`src/rtl/ripple_count_sampler.sv`:
```
// rtl/ripple_count_sampler.sv - synchronizes and stability-filters a ripple down-counter, counts wraps.
// Define RCS_GLITCH_CNT_EN to add the glitch_count output (values dropped before acceptance).
module ripple_count_sampler #(
  parameter int N          = 7,
  parameter int STABLE_CNT = 2,
  parameter int WRAP_W     = 8
) (
  input  logic              clk,
  input  logic              reset_n,
  input  logic [N-1:0]      cnt_in,
  input  logic              en,
  input  logic              wrap_clr,
  output logic [N-1:0]      cnt_out,
  output logic              cnt_valid,
  output logic              wrap_pulse,
  output logic [WRAP_W-1:0] wrap_count
`ifdef RCS_GLITCH_CNT_EN
  ,
  output logic [WRAP_W-1:0] glitch_count
`endif
);

  localparam logic [3:0]        R_SAT   = 4'(STABLE_CNT);
  localparam logic [3:0]        R_LAST  = 4'(STABLE_CNT - 1);
  localparam logic [WRAP_W-1:0] CNT_ONE = WRAP_W'(1);
  localparam logic [WRAP_W-1:0] CNT_MAX = '1;

  logic [N-1:0] s1;
  logic [N-1:0] s2;
  logic [N-1:0] s_prev;
  logic [3:0]   r;
  logic         match;
  logic         accept;
  logic         wrap;

  assign match  = (s2 == s_prev);
  assign accept = en && match && (r == R_LAST);
  // A down-counter only moves up at a wrap, so any accepted increase is one.
  assign wrap   = accept && cnt_valid && (s2 > cnt_out);

  always_ff @(posedge clk or negedge reset_n) begin
    if (!reset_n) begin
      s1     <= '0;
      s2     <= '0;
      s_prev <= '0;
    end else begin
      s1     <= cnt_in;
      s2     <= s1;
      s_prev <= s2;
    end
  end

  // r saturates at STABLE_CNT so a long stable run is accepted only once.
  always_ff @(posedge clk or negedge reset_n) begin
    if (!reset_n) begin
      r <= '0;
    end else if (!en || !match) begin
      r <= '0;
    end else if (r != R_SAT) begin
      r <= r + 4'd1;
    end
  end

  always_ff @(posedge clk or negedge reset_n) begin
    if (!reset_n) begin
      cnt_out   <= '0;
      cnt_valid <= 1'b0;
    end else if (accept) begin
      cnt_out   <= s2;
      cnt_valid <= 1'b1;
    end
  end

  always_ff @(posedge clk or negedge reset_n) begin
    if (!reset_n) begin
      wrap_pulse <= 1'b0;
      wrap_count <= '0;
    end else begin
      wrap_pulse <= wrap;
      if (wrap_clr) begin
        wrap_count <= wrap ? CNT_ONE : '0;
      end else if (wrap && (wrap_count != CNT_MAX)) begin
        wrap_count <= wrap_count + CNT_ONE;
      end
    end
  end

`ifdef RCS_GLITCH_CNT_EN
  logic drop;

  assign drop = en && !match && (r < R_SAT);

  always_ff @(posedge clk or negedge reset_n) begin
    if (!reset_n) begin
      glitch_count <= '0;
    end else if (wrap_clr) begin
      glitch_count <= drop ? CNT_ONE : '0;
    end else if (drop && (glitch_count != CNT_MAX)) begin
      glitch_count <= glitch_count + CNT_ONE;
    end
  end
`endif

endmodule

```
`config.mk`:
```
export PLATFORM = sky130hd
export DESIGN_NAME = ripple_count_sampler
export DESIGN_NICKNAME = d
export VERILOG_FILES = /design/src/rtl/ripple_count_sampler.sv
export SDC_FILE = /design/constraint.sdc
export NUM_CORES = 1
export LEC_CHECK = 0
export BUFFER_PORTS_ARGS = -buffer_cell sky130_fd_sc_hd__buf_2
export CAP_MARGIN = 10
export CELL_PAD_IN_SITES_DETAIL_PLACEMENT = 0
export CELL_PAD_IN_SITES_GLOBAL_PLACEMENT = 1
export CORE_ASPECT_RATIO = 1.75
export CORE_UTILIZATION = 25
export CTS_CLUSTER_DIAMETER = 50
export DETAILED_ROUTE_END_ITERATION = 6
export GPL_ROUTABILITY_DRIVEN = 0
export PLACE_DENSITY_LB_ADDON = 0.05
export SYNTH_ARGS = -nofsm -noshare
export SYNTH_HDL_FRONTEND = slang
export SYNTH_SLANG_ARGS = --single-unit
```
`constraint.sdc`:
```
create_clock -name clk -period 2.8 [get_ports clk]
set_input_delay 0.28 -clock clk [delete_from_list [all_inputs] [get_ports clk]]
set_output_delay 0.28 -clock clk [all_outputs]
set_load 0.01 [all_outputs]
```
# After elaboration in Yosys (flattened, before gate mapping)
# Index checks and enable logic that the tools add are counted.
# word_totals
word_cells	30
input_bits	11
mem_bits_ro	0
out_inout_bits	17
ram_bits	0
ff_bits	42
mem_count	0
latchBits	0
# op_classes
n_mul	0
n_reduce_logical	10
n_div	0
n_addsub	2
order_cmp	1
bitwise	0
mux	5
eq_ne	4
shift	0
# op_table
op	n
$mux 8	2
$add 8x1->8 const B	1
$mux 4	2
$ne 8x8->1 const B	1
$eq 7x7->1	1
$gt 7x7->1	1
$logic_and 1x1->1	5
$add 4x1->4 const B	1
$eq 4x1->1 const B	1
$ne 4x2->1 const B	1
$reduce_bool 2->1	2
$logic_not 1->1	2
$logic_or 1x1->1	1
$mux 1	1

# Longest topological paths before layout
# logic_depth
depth_word	8
ltp_mapped	9
depth_no_buf	7

# Worst setup path after synthesis
# No wires, ideal clock.
# synth_timing
path_kind	register -> register
start	register r[1]
end	register wrap_count[3]
setup_time_ns	0.128
setup_slack_ns	0.831
t_required_ns	2.672
path_stages_with_launch	9
arrival_time_ns	1.841
path_buffers	1
cell_sequence	dfrtp_1 inv_1 ha_1 nor4bb_1 nand4_1 or2_1 buf_6 nor4_2 mux2_1
# synth_via
elab_chain_cells	6
# synth_lines
element	line_no	text
start, declared	31	logic [3:0] r;
start signal, assigned	60	r <= r + 4'd1;
$eq 4x1->1	37	assign accept = en && match && (r == R_LAST);
$logic_and 1x1->1	37	
$logic_and 1x1->1 (2 in series)	39	assign wrap = accept && cnt_valid && (s2 > cnt_out);
$logic_and 1x1->1	82	end else if (wrap && (wrap_count != CNT_MAX)) begin
$reduce_bool 2->1 (no source line)	-	
end signal, assigned	81	wrap_count <= wrap ? CNT_ONE : '0;
end signal, assigned	83	wrap_count <= wrap_count + CNT_ONE;
end, declared	16	output logic [WRAP_W-1:0] wrap_count
# Every way passes these cells.
# A chain may end at the register's enable or synchronous reset.

# Worst setup path in the final report
# Ends and elaborated chain as after synthesis.

==> qor_table.md <==
| Result | Reported | Unit |
|:---|:---|:---|
| Upper clock frequency limit | 417 | MHz |
| Met1 usage | 0.126 | - |
| Count of flip-flops with a built-in enable after synthesis | 0 | - |
| Final antenna-violating net count | 0 | - |
| Post-route setup TNS | 0 | ns |
| Part of the Yosys area used for sequential elements | 0.555 | - |
| Routed len/inst | 14.7 | microns |
| Crit path time final | 2.40 | ns |
| Via/cell ratio | 4.56 | - |
| Latest clock arrival within the worst-skew pair | 0.28 | ns |
| Count of endpoints failing setup in the final report | 0 | - |
| Fill cell total of the finished layout | 784 | - |
| Die area | 0.00794 | sq mm |
| Unrepaired setup endpoints after global routing | false | - |
| Number of hold violations in the final report | 0 | - |
| Routed Wire Length | 4.04 | mm |
| Number of port buffers | 27 | - |
| Lkg Pwr | 0.00104 | uW |
| Flops & latches, synth | 42 | - |
| TritonCTS buffer count | 5 | - |
| Wire length of the first global-routing pass | 6.62 | mm |
| Synthesized netlist net count | 180 | - |
| Outcome | finished, final reports clean | - |
| Largest vdd supply drop | 0.419 | mV |
| Number of gates resized after CTS | 0 | - |
| Endpoint kind of the worst setup timing path | flop | - |
| Starting utilization of the core area | 0.260 | - |
| Synthesized area per cell | 12.0 | sq um |
| Arr. time, crit path | 2.56 | ns |
| Max transition margin | 0.349 | - |
| Total setup buffers inserted after CTS | 0 | - |
| Max Cap Violations | 0 | - |
| Number of search-and-repair iterations in the first detailed-routing pass | 4 | - |
| Cts-stage hold buffer count | 0 | - |
| Netlist area before placement | 0.00189 | sq mm |
| Number of buffers between clock root and the deepest sink | 2 | - |
| Hold WS | 0.101 | ns |
| Width of the die | 67.8 | microns |
| WP data required | 2.96 | ns |
| Clock edge transition at the registers on the reported setup and hold paths | 0.06 | ns |
| Share of synthesized registers carrying an async set or reset | 1.00 | - |
| Top library cells by usage in the layout, fill and taps aside | sky130_fd_sc_hd__dfrtp_1 (42), sky130_fd_sc_hd__buf_2 (27), sky130_fd_sc_hd__nor2_1 (12) | - |
| Buffer cell driving the clock tree root | sky130_fd_sc_hd__clkbuf_16 | - |
| Area of the core | 0.00728 | sq mm |
| Worst-path maximum fanout | 19 | - |
| Count of final max-slew check failures | 0 | - |
| Yosys warns | 0 | - |
| Clock tree from TritonCTS | done | - |
| Post-synth cell types | 31 | - |
| Type of origin of the critical path | flop | - |
| Standard-cell row count | 41 | - |
| Global-route usage over all layers | 0.118 | - |
| Number of top-level pins | 28 | - |
| Most used routing layer in global routing | met2 | - |
| Die height | 117 | microns |
| Clock sinks | 42 | - |
| Pwr/cell area | 590 | mW/mm^2 |
| Number of levels the H-tree was split into | 2 | - |
| Critical path start-end classification | flop to flop | - |
| Number of antenna cells inserted | 0 | - |
| Final net count | 210 | - |
| Hold Path Class | primary input to flop | - |
| Violation count after the first detailed-routing iteration | 21 | - |
| Fraction of layout instances using a drive strength above 1 | 0.249 | - |
| Number of global-route vias before repair | 1,319 | - |
| Transition at the pin with the smallest max-transition slack | 0.977 | ns |
| Leftover overflow at the end of global routing | 0 | - |
| Pin count of the biggest net entering global routing | 43 | - |
| Share of the clock period used by the worst path | 0.857 | - |
| Synthesized netlist cell count | 158 | - |
| Detail Placement HPWL | 2.88 | mm |
| Drc violations | 0 | - |
| Global Route met3 Usage | 0.0291 | - |
| Post-synthesis to final-layout area growth | 19.7 | % |
| Most common library cell in the layout ignoring fill and taps | sky130_fd_sc_hd__dfrtp_1 | - |
| Commonest register cell after synthesis | sky130_fd_sc_hd__dfrtp_1 | - |
| Number of antenna violations at the first check in global routing | 0 | - |
| Clk_skew | 0.00189 | ns |
| Met2 track utilization from global routing | 0.208 | - |
| Total number of vias | 1,254 | - |
[per-layer routing]
layer / share of wire / wire [microns]
met5: 0 / 0
met2: 0.55 / 2210
met1: 0.40 / 1620
met4: 0.024 / 96
met3: 0.025 / 99
[state kept, by name (all words and copies together), names as in the netlist]
register    cells
wrap_count      8
cnt_out         7
s1              7
s2              7
s_prev          7
r               4
cnt_valid       1
wrap_pulse      1
[synthesized netlist by cell type, types with 2 or more instances]
| master | n | area share |
|---|---|---|
| sky130_fd_sc_hd__dfrtp_1 | 42 | 0.55 |
| sky130_fd_sc_hd__nor2_1 | 12 | 0.024 |
| sky130_fd_sc_hd__ha_1 | 11 | 0.073 |
| sky130_fd_sc_hd__inv_1 | 11 | 0.022 |
| sky130_fd_sc_hd__xnor2_1 | 8 | 0.037 |
| sky130_fd_sc_hd__nand3_1 | 7 | 0.018 |
| sky130_fd_sc_hd__a21oi_1 | 6 | 0.016 |
| sky130_fd_sc_hd__mux2_1 | 6 | 0.036 |
| sky130_fd_sc_hd__mux2_2 | 6 | 0.036 |
| sky130_fd_sc_hd__nor2b_1 | 6 | 0.020 |
| sky130_fd_sc_hd__nand2_1 | 5 | 0.0099 |
| sky130_fd_sc_hd__nand4_1 | 5 | 0.017 |
| sky130_fd_sc_hd__nor4_2 | 4 | 0.026 |
| sky130_fd_sc_hd__and3_1 | 3 | 0.0099 |
| sky130_fd_sc_hd__nand2b_1 | 3 | 0.0099 |
| sky130_fd_sc_hd__nor4_1 | 3 | 0.0099 |
| sky130_fd_sc_hd__o21ai_0 | 3 | 0.0079 |
| sky130_fd_sc_hd__nand3b_1 | 2 | 0.0079 |
| sky130_fd_sc_hd__o311ai_1 | 2 | 0.0092 |
| sky130_fd_sc_hd__or2_2 | 2 | 0.0066 |
[critical path, cell delays in order (launching register included)]
cell and delay (ns):
sky130_fd_sc_hd__dfrtp_1 0.42, sky130_fd_sc_hd__inv_1 0.07, sky130_fd_sc_hd__ha_1 0.15, sky130_fd_sc_hd__nor4bb_1 0.27, sky130_fd_sc_hd__nand4_1 0.11, sky130_fd_sc_hd__or2_1 0.53, sky130_fd_sc_hd__nor4_2 0.37, sky130_fd_sc_hd__mux2_1 0.36
[path summary, 6_finish.rpt]
check	to	slack, ns	from	depth (start not counted)
max	wrap_count[3]	0.40	r[1]	7
min in group asynchronous	cnt_out[6]	0.16	reset_n	1
max in group asynchronous	s_prev[1]	2.03	reset_n	1
min reg2reg	s2[0]	0.35	s1[0]	0
min	s1[1]	0.10	cnt_in[1]	1
max reg2reg	wrap_count[3]	0.40	r[1]	7
[kinds of logic after synthesis]
| logic type | synth area share |
|---|---|
| compound gates | 0.0515 |
| xor+xnor | 0.0416 |
| fa+ha+maj | 0.0727 |
| buf+inv | 0.0403 |
| flops | 0.555 |
| mux | 0.0713 |
| simple gates | 0.168 |
[area by class of cell]
type                            instances  area, sq um  share of cell area
Sequential cell                        42         1050               0.463
Multi-Input combinational cell        101          767               0.338
Timing Repair Buffer                   27          135              0.0596
Clock buffer                            6          129              0.0568
Tap cell                               86          108              0.0474
Inverter                               11         41.3              0.0182
Clock inverter                          2         37.5              0.0165
[metrics by stage]
| step | area [sq um] | power, uW | worst slack (ns) | utilization | cells |
|---|---|---|---|---|---|
| 4_1_cts | 2270 | 1370 | 0.340 | 0.311 | 275 |
| 3_5_place_dp | 2100 | 700 | 0.360 | 0.289 | 267 |
| 6_report | 2270 | 1340 | 0.401 | 0.311 | 275 |
| 5_1_grt | 2270 | 1410 | 0.216 | 0.311 | 275 |
| 2_1_floorplan | 1890 | 668 | 0.831 | - | 158 |
| 3_3_place_gp | 2100 | 699 | 0.490 | 0.289 | 267 |
[power by group]
part	switching (uW)	total [uW]	internal, uW
combinational	32.9	52.6	19.7
clock	231	652	421
sequential	10.5	633	623
total	275	1340	1060
(Power assumes the default switching activity.)
